**src/rtl/i281_pkg.sv**
```systemverilog
// Shared i281 ISA definitions: opcodes, one-hot op indices, flag positions.
// Used by the decoder, the fetch/decode top and any ISA-level model.
package i281_pkg;

   localparam int OP_W = 27;

   localparam logic [3:0] OPC_NOOP   = 4'h0;
   localparam logic [3:0] OPC_INPUT  = 4'h1;
   localparam logic [3:0] OPC_MOVE   = 4'h2;
   localparam logic [3:0] OPC_LOADI  = 4'h3;
   localparam logic [3:0] OPC_ADD    = 4'h4;
   localparam logic [3:0] OPC_ADDI   = 4'h5;
   localparam logic [3:0] OPC_SUB    = 4'h6;
   localparam logic [3:0] OPC_SUBI   = 4'h7;
   localparam logic [3:0] OPC_LOAD   = 4'h8;
   localparam logic [3:0] OPC_LOADF  = 4'h9;
   localparam logic [3:0] OPC_STORE  = 4'hA;
   localparam logic [3:0] OPC_STOREF = 4'hB;
   localparam logic [3:0] OPC_SHIFT  = 4'hC;
   localparam logic [3:0] OPC_CMP    = 4'hD;
   localparam logic [3:0] OPC_JUMP   = 4'hE;
   localparam logic [3:0] OPC_BRANCH = 4'hF;

   localparam logic [4:0] OP_NOOP    = 5'd0;
   localparam logic [4:0] OP_INPUTC  = 5'd1;
   localparam logic [4:0] OP_INPUTCF = 5'd2;
   localparam logic [4:0] OP_INPUTD  = 5'd3;
   localparam logic [4:0] OP_INPUTDF = 5'd4;
   localparam logic [4:0] OP_MOVE    = 5'd5;
   localparam logic [4:0] OP_LOADI   = 5'd6;
   localparam logic [4:0] OP_ADD     = 5'd7;
   localparam logic [4:0] OP_ADDI    = 5'd8;
   localparam logic [4:0] OP_SUB     = 5'd9;
   localparam logic [4:0] OP_SUBI    = 5'd10;
   localparam logic [4:0] OP_LOAD    = 5'd11;
   localparam logic [4:0] OP_LOADF   = 5'd12;
   localparam logic [4:0] OP_STORE   = 5'd13;
   localparam logic [4:0] OP_STOREF  = 5'd14;
   localparam logic [4:0] OP_SHIFTL  = 5'd15;
   localparam logic [4:0] OP_SHIFTR  = 5'd16;
   localparam logic [4:0] OP_CMP     = 5'd17;
   localparam logic [4:0] OP_JUMP    = 5'd18;
   localparam logic [4:0] OP_BRE     = 5'd19;
   localparam logic [4:0] OP_BRNE    = 5'd20;
   localparam logic [4:0] OP_BRG     = 5'd21;
   localparam logic [4:0] OP_BRGE    = 5'd22;

   // Flag register bit order is {Z,N,O,C}.
   localparam int FLAG_Z = 3;
   localparam int FLAG_N = 2;
   localparam int FLAG_O = 1;
   localparam int FLAG_C = 0;

   typedef logic [OP_W-1:0] op_vec_t;

endpackage

```
**src/rtl/i281_op_decoder.sv**
```systemverilog
// Pure combinational i281 instruction decoder: 16-bit word -> one-hot op
// in [22:0] plus the operand field instr[11:8] in [26:23].
module i281_op_decoder
   import i281_pkg::*;
(
   input  logic [15:0] instr,
   output logic [26:0] op
);

   logic [4:0] idx;

   always_comb begin
      idx = OP_NOOP;
      case (instr[15:12])
         OPC_NOOP:   idx = OP_NOOP;
         OPC_INPUT:  idx = OP_INPUTC + {3'b000, instr[9:8]};
         OPC_MOVE:   idx = OP_MOVE;
         OPC_LOADI:  idx = OP_LOADI;
         OPC_ADD:    idx = OP_ADD;
         OPC_ADDI:   idx = OP_ADDI;
         OPC_SUB:    idx = OP_SUB;
         OPC_SUBI:   idx = OP_SUBI;
         OPC_LOAD:   idx = OP_LOAD;
         OPC_LOADF:  idx = OP_LOADF;
         OPC_STORE:  idx = OP_STORE;
         OPC_STOREF: idx = OP_STOREF;
         OPC_SHIFT:  idx = instr[8] ? OP_SHIFTR : OP_SHIFTL;
         OPC_CMP:    idx = OP_CMP;
         OPC_JUMP:   idx = OP_JUMP;
         OPC_BRANCH: idx = OP_BRE + {3'b000, instr[9:8]};
         default:    idx = OP_NOOP;
      endcase
   end

   always_comb begin
      op        = '0;
      op[idx]   = 1'b1;
      op[26:23] = instr[11:8];
   end

endmodule

```
**src/rtl/i281_fetch_decode.sv**
```systemverilog
// i281 fetch/decode stage: PC, one-entry decoded-op register and flag register.
// Optional FLAG_FWD_EN forwards flag_alu to flag_out in the cycle it is written.
module i281_fetch_decode
   import i281_pkg::*;
#(
   parameter int              PC_W     = 6,
   parameter logic [PC_W-1:0] RESET_PC = '0
) (
   input  logic            clk,
   input  logic            reset_n,
   output logic [PC_W-1:0] imem_addr,
   input  logic [15:0]     imem_instr,
   input  logic            imem_valid,
   output logic            imem_ready,
   input  logic            pc_load,
   input  logic [PC_W-1:0] pc_target,
   output logic [26:0]     op_out,
   output logic [7:0]      imm_out,
   output logic [PC_W-1:0] op_pc,
   output logic            op_valid,
   input  logic            op_ready,
   input  logic            flag_we,
   input  logic [3:0]      flag_alu,
   output logic [3:0]      flag_out
);

   // Handshake: a transfer happens on an edge where valid and ready are both
   // high; valid never depends on ready, and a held op stays stable until taken.
   logic [PC_W-1:0] pc_q, pc_d;
   op_vec_t         op_q, op_d;
   logic [7:0]      imm_q, imm_d;
   logic [PC_W-1:0] op_pc_q, op_pc_d;
   logic            valid_q, valid_d;
   logic [3:0]      flag_q, flag_d;
   op_vec_t         dec_op;
   logic            accept;

   i281_op_decoder u_dec (
      .instr (imem_instr),
      .op    (dec_op)
   );

   assign imem_ready = !valid_q || op_ready;
   assign accept     = imem_valid && imem_ready && !pc_load;

   always_comb begin
      pc_d    = pc_q;
      op_d    = op_q;
      imm_d   = imm_q;
      op_pc_d = op_pc_q;
      valid_d = valid_q;
      // A redirect wins over everything: the word on the bus belongs to the old path.
      if (pc_load) begin
         pc_d    = pc_target;
         valid_d = 1'b0;
      end else if (accept) begin
         pc_d    = pc_q + PC_W'(1);
         op_d    = dec_op;
         imm_d   = imem_instr[7:0];
         op_pc_d = pc_q;
         valid_d = 1'b1;
      end else if (valid_q && op_ready) begin
         valid_d = 1'b0;
      end
   end

   always_comb begin
      flag_d = flag_we ? flag_alu : flag_q;
   end

   always_ff @(posedge clk or negedge reset_n) begin
      if (!reset_n) begin
         pc_q    <= RESET_PC;
         op_q    <= '0;
         imm_q   <= '0;
         op_pc_q <= '0;
         valid_q <= 1'b0;
         flag_q  <= '0;
      end else begin
         pc_q    <= pc_d;
         op_q    <= op_d;
         imm_q   <= imm_d;
         op_pc_q <= op_pc_d;
         valid_q <= valid_d;
         flag_q  <= flag_d;
      end
   end

   assign imem_addr = pc_q;
   assign op_out    = op_q;
   assign imm_out   = imm_q;
   assign op_pc     = op_pc_q;
   assign op_valid  = valid_q;

`ifdef FLAG_FWD_EN
   assign flag_out = flag_we ? flag_alu : flag_q;
`else
   assign flag_out = flag_q;
`endif

endmodule
```
**config.mk**
```make
export PLATFORM = sky130hd
export DESIGN_NAME = i281_fetch_decode
export DESIGN_NICKNAME = d
export VERILOG_FILES = /design/src/rtl/i281_pkg.sv /design/src/rtl/i281_op_decoder.sv /design/src/rtl/i281_fetch_decode.sv
export SDC_FILE = /design/constraint.sdc
export NUM_CORES = 1
export LEC_CHECK = 0
export BUFFER_PORTS_ARGS = -buffer_cell sky130_fd_sc_hd__buf_2
export CORE_UTILIZATION = 54
export DETAILED_ROUTE_END_ITERATION = 7
export GPL_TIMING_DRIVEN = 0
export PLACE_DENSITY = 0.83
export SLEW_MARGIN = 20
export SYNTH_ARGS = -nofsm -noshare
export SYNTH_HDL_FRONTEND = slang
export SYNTH_SLANG_ARGS = --single-unit
```
**constraint.sdc**
```tcl
create_clock -name clk -period 4.6 [get_ports clk]
set_input_delay 0.69 -clock clk [delete_from_list [all_inputs] [get_ports clk]]
set_output_delay 0.69 -clock clk [all_outputs]
set_load 0.05 [all_outputs]
```
==> impl_metrics.tcl, run 1 <==
set metrics [dict create \
    status "finished with violations" \
    violations "DRC" \
    synth_commonest_cells "84 x nand2_1, 52 x dfrtp_1, 14 x o31ai_1" \
    clkSinkCount 52 \
    synth-simple-area-share_pct 22.18 \
    r2r_cells 5 \
    dpl.hpwl_um 4196 \
    antenna_found_initial 0 \
    fin_crit_ns 2.227 \
    arrival_ns 1.54 \
    placementRows 24 \
    hold_class "in -> async" \
    clockBufferDepth 2 \
    yosys.area.top_type "dfrtp_1" \
    finalSetupViolations 0 \
    synthAdderAreaFrac_pct 1.459 \
    relSlewSlack_pct 39.58 \
    power.density_nw_per_um2 368.3 \
    synth_top_family_by_area "simple AND/OR/NAND/NOR gates" \
    cts_tree "yes" \
    syn_area_um2 2572 \
    synth_xor_area_share_pct 2.043 \
    fillers 349 \
    grt_pass1_wl_um 9246 \
    cts_inserted_buffers 5 \
    fp.dieArea_um2 5044 \
    cts_root_buffer "clkbuf_8" \
    synthFlopType "dfrtp_1" \
    synth_edf_count 0 \
    start_util_pct 57.49 \
    grt-ovfl-total 0 \
    muxShareOfSynthArea_pct 2.140 \
    met3_length_um 248 \
    synth-seq-cells 52 \
    drv_slew 0 \
    syn_nets 302 \
    final_hold_viol_count 0 \
    crit_type "in -> out" \
    drv_cap 0 \
    synth.avg_cell_area_um2 9.635 \
    yosys.cell_types.count 50 \
    io_pins 85 \
    first_global_vias 2001 \
    yosys.area.top_type_share_pct 50.58 \
    ctsResizeCount 0 \
    die_w_um 71.02 \
    numPortBuffers 82 \
    startpoint_type "input port" \
    design_area_um2 3144 \
    max_freq_ghz 0.4491 \
    ir_drop_mv 0.2536 \
    worstPathMaxFanout 7 \
    cellLeakagePower_uw 0.001633 \
    wirelength_met1_um 2718 \
    reg2reg_setup_slack_ns 2.66 \
    ys_seq_area_share_pct 50.58 \
    antenna_cells 0 \
    vias 2169 \
    cts.clk_slew.worst_paths_ns 0.09 \
    r2r-end "op_out[13]" \
    wl_per_cell_um 14.05 \
    drt_iter0_drc 152 \
    worst_pin_slew_ns 0.8980 \
    globalplace.congestion 0.8821 \
    synth_area_leaders "dfrtp_1 51%, nand2_1 12%, o31ai_1 4.1%, o31ai_2 3.9%, o21ai_0 2.1%" \
    dr.max_layer_used "met4" \
    rr_startpoint "op_valid" \
    rsz0062_at_grt "no" \
    synthArstFlopShare_pct 100.0 \
    ant_nets 0 \
    synth-compound-area-share_pct 16.63 \
    firstDrtPassIters 6 \
    critPathLaunch "op_ready" \
    post_cts_buffers 0 \
    tns_ns 0 \
    placed_cell_area_um2 3048 \
    drcViolationCount 7 \
    drive_above_1_share_pct 32.21 \
    ys.warnings.count 0 \
    worstSetupEndpoint "imem_ready" \
    via_per_inst 5.303 \
    dieHeight_um 71.02 \
    yosysMostFrequentCell "nand2_1" \
    grt_max_degree 53 \
    track_usage_pct 23.25 \
    clock_skew_ns 0.005050 \
    end_kind "primary output" \
    clk_latency_ns 0.30 \
    h-tree-depth 2 \
    nets 391 \
    ctsHoldBuffers 0 \
    wl_um 5746 \
    fin_crit_sh_pct 48.40 \
    met2_length_um 2737 \
    netlist_instances 267 \
    core_area_um2 4474 \
    areaGrowthSynthToFinish_pct 22.23 \
    crit_required_ns 3.91 \
]
## layer usage
metal,track usage [%],up-vias
met5,0,-
met4,5.556,0
met3,3.846,4
met2,39.10,65
met1,31.79,1010
li1,-,1090
## logic make-up (layout without fill, tap and decap cells)
group,Yosys count,after routing
DFF,52,52
and+or+nand+nor,124,124
adders and majority gates,3,3
muxes,5,5
xor gates and xnor gates,6,6
AOI/OAI and AO/OA,53,53
buffers and inverters,24,114
## power by group
group	switching, µW	internal, µW	leakage (µW)	total [µW]
combinational	273	90.9	0.000915	364
sequential	26.7	501	0.000674	528
clock	144	123	0.0000445	267
## through the flow
stage	setup WS (ns)	utilization, %	hold WS, ns	power [µW]	instances
4_1_cts	2.396	70.22	0.4800	1163	409
5_1_grt	2.265	70.27	0.4424	1210	409
3_5_place_dp	2.106	68.12	0.4575	901.5	401
3_3_place_gp	2.139	68.12	0.4532	894.6	401
6_report	2.373	70.27	0.3989	1158	409
2_1_floorplan	2.254	-	0.3944	801.2	267
## placed cells by master, fill, tap and decap left out, drive strengths merged, types with 2 or more instances in the layout
| cell | instances |
|---|---|
| dfrtp | 52 |
| nand4 | 2 |
| o21ai | 11 |
| clkbuf | 16 |
| o211ai | 3 |
| inv | 5 |
| o31ai | 23 |
| buf | 91 |
| nand2 | 84 |
| nor3b | 2 |
| nand3b | 2 |
| a21boi | 3 |
| nand2b | 4 |
| xor2 | 6 |
| a21oi | 3 |
| nand3 | 6 |
| or4 | 2 |
| and3b | 2 |
| and2 | 4 |
| nor4 | 2 |
| mux2 | 4 |
| ha | 3 |
| nor2 | 6 |
| and3 | 3 |
## final cells by class
cell class / instances / area, µm² / share of cell area, %
buffer: 18 / 105.1 / 3.343
clock buffer: 7 / 86.33 / 2.746
clock inverter: 1 / 7.507 / 0.2388
inverter: 6 / 22.52 / 0.7163
multi-input combinational: 191 / 1144 / 36.37
sequential: 52 / 1301 / 41.38
tap: 52 / 65.06 / 2.069
timing repair buffer: 82 / 412.9 / 13.13
## critical path, stage by stage
cell and delay [ns]:
buf_2 0.10, nor2b_1 0.22, clkinv_1 0.25, buf_2 0.28
## worst min path at each step
stage | endpoint | slack, ns | cells after the start
6_report | op_valid | 0.40 | 1
5_1_grt | op_valid | 0.44 | 1
3_3_place_gp | imm_out[0] | 0.45 | 2
4_1_cts | op_pc[3] | 0.48 | 2
2_1_floorplan | flag_out[0] | 0.39 | 0
3_5_place_dp | op_pc[4] | 0.46 | 2
## state kept, by name (all words and copies together) (netlist names)
name       flops
op_pc          6
imm_out        8
flag_out       4
op_valid       1
imem_addr      6
op_out        27
No activity file was read; power rests on OpenSTA's default activity.
==> run 2: changes to the inputs <==
Settings changed: CORE_UTILIZATION 54 to 50, PLACE_DENSITY 0.83 to 0.77.
Clock period 4.6 ns to 2.15 ns, I/O delays scaled along.
==> run 2 against run 1 <==
  * The run now ends clean
  * Count of clock-buffer cells in the layout is 2 lower
  * Register-to-register slack worse by 2.5 ns
  * Clock skew is 0.00099 ns lower
  * Global-route usage is 0.080 points lower
  * Sequential share of layout area is 0.54 points lower
  * Routed wire length is 3.8% higher
  * Combinational power is 120% higher
  * Total power is 120% higher
  * Critical path type is now reg -> reg
==> impl_metrics.tcl, run 2 (synthesized netlist as in run 1, its figures left out) <==
set metrics [dict create \
    areaGrowthSynthToFinish_pct 23.83 \
    crit_chain "nor2b_1 > clkinv_2 > nand3b_1 > clkbuf_1 > o31ai_1" \
    finalSetupViolations 0 \
    fin_crit_ns 1.949 \
    first_global_vias 2087 \
    cts_inserted_buffers 5 \
    relSlewSlack_pct 32.58 \
    intPower_uw 1618 \
    grt_max_degree 53 \
    globalplace.congestion 0.8491 \
    max_freq_ghz 0.5131 \
    track_usage_pct 23.17 \
    ctsResizeCount 0 \
    io_pins 85 \
    swShare_pct 37.57 \
    hold_slack_ns 0.03071 \
    crit_path_top_delay_cell "clkbuf_1" \
    drt_iter0_drc 139 \
    final_cell_mix "84 x nand2_1, 84 x buf_2, 52 x dfrtp_1, 14 x o31ai_1, 11 x o21ai_0" \
    die_w_um 73.73 \
    clkSinkCount 52 \
    clk_latency_ns 0.30 \
    final_hold_viol_count 0 \
    power.density_nw_per_um2 813.5 \
    drv_cap 0 \
    seqPwrFrac_pct 43.7 \
    dpl.hpwl_um 4445 \
    nets 391 \
    fin_crit_sh_pct 90.65 \
    wl_per_cell_um 14.06 \
    via_per_inst 5.396 \
    dp_slack_ns 0.01070 \
    drcViolationCount 0 \
    drive_above_1_share_pct 32.77 \
    crit_required_ns 2.32 \
    status "completed" \
    cellLeakagePower_uw 0.001645 \
    largest_reg_flops 27 \
    cts_tree "yes" \
    grt_pass1_wl_um 9618 \
    arrival_ns 2.12 \
    end_kind "register" \
    register_area_um2 1301 \
    clock_skew_ns 0.004063 \
    worstPathMaxFanout 10 \
    multiInputGateArea_um2 1144 \
    grt-ovfl-total 0 \
    ant_nets 0 \
    startpoint_type "register" \
    rsz0062_at_grt "no" \
    cpPeakStageDelay_ns 0.47 \
    dieHeight_um 73.73 \
    tns_ns 0 \
    cts.clk_slew.worst_paths_ns 0.09 \
    numPortBuffers 82 \
    fp.dieArea_um2 5436 \
    crit_type "reg -> reg" \
    setup_ws_ns 0.2010 \
    p_total_uw 2591 \
    placementRows 25 \
    core_area_um2 4848 \
    worst_pin_slew_ns 1.002 \
    fillers 421 \
    antenna_cells 0 \
    hold_class "in -> async" \
    drv_slew 0 \
    post_cts_buffers 0 \
    vias 2288 \
    combPwrFrac_pct 30.2 \
    ir_drop_mv 0.3778 \
    antenna_found_initial 0 \
    clockBufferDepth 2 \
    cts_root_buffer "clkbuf_8" \
    wl_um 5963 \
    start_util_pct 53.06 \
    h-tree-depth 2 \
    ctsHoldBuffers 0 \
    clockPowerShare_pct 26.1 \
    firstDrtPassIters 4 \
    power_switching_uw 973.7 \
]
-- run 2: worst max-delay path, delay by kind of cell, from the launching register on --
| family | cells | cell delay (ns) |
|---|---|---|
| buf+inv | 2 | 0.64 |
| simple gates | 2 | 0.63 |
| flops | 1 | 0.37 |
| compound gates | 1 | 0.16 |
-- run 2: stage by stage --
stage | instances | utilization (%) | cell area, µm²
after floorplan | 267 | - | 2574
after global placement | 416 | 63.28 | 3068
after detailed placement | 416 | 63.33 | 3070
after CTS | 424 | 65.70 | 3186
after global routing | 424 | 65.70 | 3186
final | 424 | 65.70 | 3186
-- run 2: worst paths after layout --
kind                                end      startpoint  cells after the start  slack (ns)
max                          op_out[13]        op_valid                      5        0.20
min                        imem_addr[2]         reset_n                      1        0.03
max reg2reg                  op_out[13]        op_valid                      5        0.20
min reg2reg                  op_out[26]      op_out[26]                      2        0.48
max in group asynchronous     op_out[2]         reset_n                      1        1.68
min in group clk             op_out[26]  imem_instr[11]                      3        0.20
-- run 2: power by group through the flow --
stage          combinational, µW  sequential, µW  clock [µW]
3_5_place_dp                 784            1150           0
3_3_place_gp                 771            1150           0
5_1_grt                      837            1140         717
4_1_cts                      786            1130         691
2_1_floorplan                225            1490           0
6_report                     783            1130         677
-- run 2: area by class of cell --
cell class / count / share of cell area [%]
tap: 67 / 2.632
buffer: 18 / 3.299
inverter: 6 / 0.7463
multi-input combinational: 191 / 35.90
sequential: 52 / 40.85
clock buffer: 5 / 2.160
clock inverter: 3 / 1.453
timing repair buffer: 82 / 12.96
-- run 2: metal layers --
metal  vias up  GRT usage [%]  part of all wire (%)
met5         -              0                     0
met4         0          6.410                  0.97
met3         5          3.567                   4.7
met2        65          39.55                    51
met1      1123          30.59                    43
li1       1095              -                     -
==> run 3: changes to the inputs <==
Settings changed: RECOVER_POWER from default to 100.
Clock period 2.15 ns to 1.92 ns, I/O delays scaled along.
==> run 3 against run 2 <==
  * Clock skew increased by 0.0013 ns
  * Global-route usage decreased by 0.61 points
  * Setup slack got worse by 0.069 ns
  * Register-to-register slack got worse by 0.07 ns
  * Sequential share of layout area increased by 1.1 points
==> impl_metrics.tcl, run 3 (synthesized netlist as in run 1, its figures left out) <==
set metrics [dict create \
    swShare_pct 38.79 \
    antenna_found_initial 0 \
    start_util_pct 53.06 \
    wl_um 5831 \
    seqPwrFrac_pct 46.1 \
    placed_cells_incl_taps 417 \
    grt-ovfl-total 0 \
    globalplace.congestion 0.9181 \
    final_hold_viol_count 0 \
    startpoint_type "register" \
    clkSinkCount 52 \
    h-tree-depth 2 \
    end_kind "register" \
    wl_per_cell_um 13.66 \
    largest_reg_flops 27 \
    placementRows 25 \
    final_cell_mix "84 x nand2_1, 57 x clkbuf_1, 51 x dfrtp_1, 30 x buf_2, 19 x o31ai_1" \
    hold_class "in -> reg" \
    die_w_um 73.73 \
    grt_pass1_wl_um 9384 \
    worstPathMaxFanout 10 \
    fp.dieArea_um2 5436 \
    path_delay_family "buffers and inverters" \
    crit_chain "nor2b_1 > clkinv_2 > nand3b_1 > clkbuf_2 > clkbuf_2 > nand2_1 > o31ai_4" \
    fin_crit_sh_pct 93.10 \
    fin_crit_ns 1.788 \
    areaGrowthSynthToFinish_pct 20.82 \
    rsz0062_at_grt "no" \
    ir_drop_mv 0.6474 \
    intPower_uw 1684 \
    track_usage_pct 22.56 \
    path_common_cell "clkbuf_2" \
    clockPowerShare_pct 23.3 \
    ant_nets 0 \
    power.density_nw_per_um2 885.2 \
    cts_tree "yes" \
    dieHeight_um 73.73 \
    cts_root_buffer "clkbuf_8" \
    crit_buf_inv 3 \
    antenna_cells 0 \
    arrival_ns 2.01 \
    mostFrequentLayoutCell "nand2_1" \
    setup_ws_ns 0.1325 \
    fin_cells 427 \
    design_area_um2 3108 \
    grt_max_degree 30 \
    status "completed" \
    firstDrtPassIters 4 \
    dp_slack_ns -0.1992 \
    placed_cell_area_um2 3092 \
    worst_pin_slew_ns 0.8232 \
    first_global_vias 2028 \
    drv_slew 0 \
    clockBufferDepth 2 \
    relSlewSlack_pct 44.61 \
    drcViolationCount 0 \
    crit_type "reg -> reg" \
    cts.clk_slew.worst_paths_ns 0.09 \
    drt_iter0_drc 163 \
    utilization_pct 64.10 \
    vias 2243 \
    combPwrFrac_pct 30.6 \
    nets 394 \
    crit_required_ns 2.14 \
    drive_above_1_share_pct 18.61 \
    core_area_um2 4848 \
    cpPeakStageDelay_ns 0.37 \
    cellLeakagePower_uw 0.001462 \
    max_freq_ghz 0.5594 \
    power_switching_uw 1067 \
    cts_inserted_buffers 5 \
    clk_latency_ns 0.30 \
    drv_cap 0 \
    io_pins 85 \
    dpl.hpwl_um 4347 \
    clock_skew_ns 0.005383 \
    numPortBuffers 82 \
    via_per_inst 5.253 \
    crit_path_top_delay_cell "dfrtp_2" \
    hold_slack_ns 0.1750 \
    finalSetupViolations 0 \
]
[run 3: area by class of cell]
| cell class | instances | area, µm² |
|---|---|---|
| repair buffers | 85 | 365.4 |
| plain buffers | 18 | 113.9 |
| well taps | 67 | 83.83 |
| clock buffers | 7 | 86.33 |
| multi-input cells | 191 | 1125 |
| flip-flops and latches | 52 | 1303 |
| clock inverters | 1 | 7.507 |
| inverters | 6 | 23.77 |
| fillers | 450 | 1740 |
[run 3: worst paths after layout]
kind | startpoint | end | slack [ns] | cells after the start
worst min register to register | op_pc[5] | op_pc[5] | 0.48 | 2
worst max register to register | op_valid | op_out[2] | 0.13 | 7
max in group asynchronous | reset_n | op_out[12] | 0.33 | 3
worst min-delay path | imem_instr[1] | imm_out[1] | 0.18 | 3
min in group asynchronous | reset_n | imem_addr[2] | 0.51 | 2
worst max-delay path | op_valid | op_out[2] | 0.13 | 7
[run 3: worst min-delay path, cell delays in order]
cell     delay [ns]
buf_2          0.07
nand2_1        0.04
nand2_1        0.04
[run 3: power by group through the flow]
stage | logic [µW] | clock network (µW) | registers (µW)
after floorplan | 253 | 0 | 1670
after global placement | 862 | 0 | 1280
after detailed placement | 878 | 0 | 1290
after CTS | 884 | 656 | 1270
after global routing | 901 | 693 | 1290
final | 841 | 641 | 1270
[run 3: stage by stage]
stage	setup TNS, ns	power (µW)
2_1_floorplan	-0.01829	1921
3_3_place_gp	-1.428	2146
3_5_place_dp	-1.944	2166
4_1_cts	0	2806
5_1_grt	0	2880
6_report	0	2751
[run 3: layer usage]
layer	wire [µm]	vias to the layer above	GRT usage [%]	part of all wire, %
li1	-	1101	-	-
met1	2759	1066	30.61	47
met2	2731	68	37.31	47
met3	247	8	2.881	4.2
met4	92	0	7.692	1.6
met5	0	-	0	0
[run 3: repair_timing]
item,CTS,global route
pin swaps,0,0
gates resized for setup,1,8
setup buffers,0,1
endpoints found under the setup margin,6,30
hold buffers,1,0
gates cloned,0,0
endpoints found under the hold margin,23,0
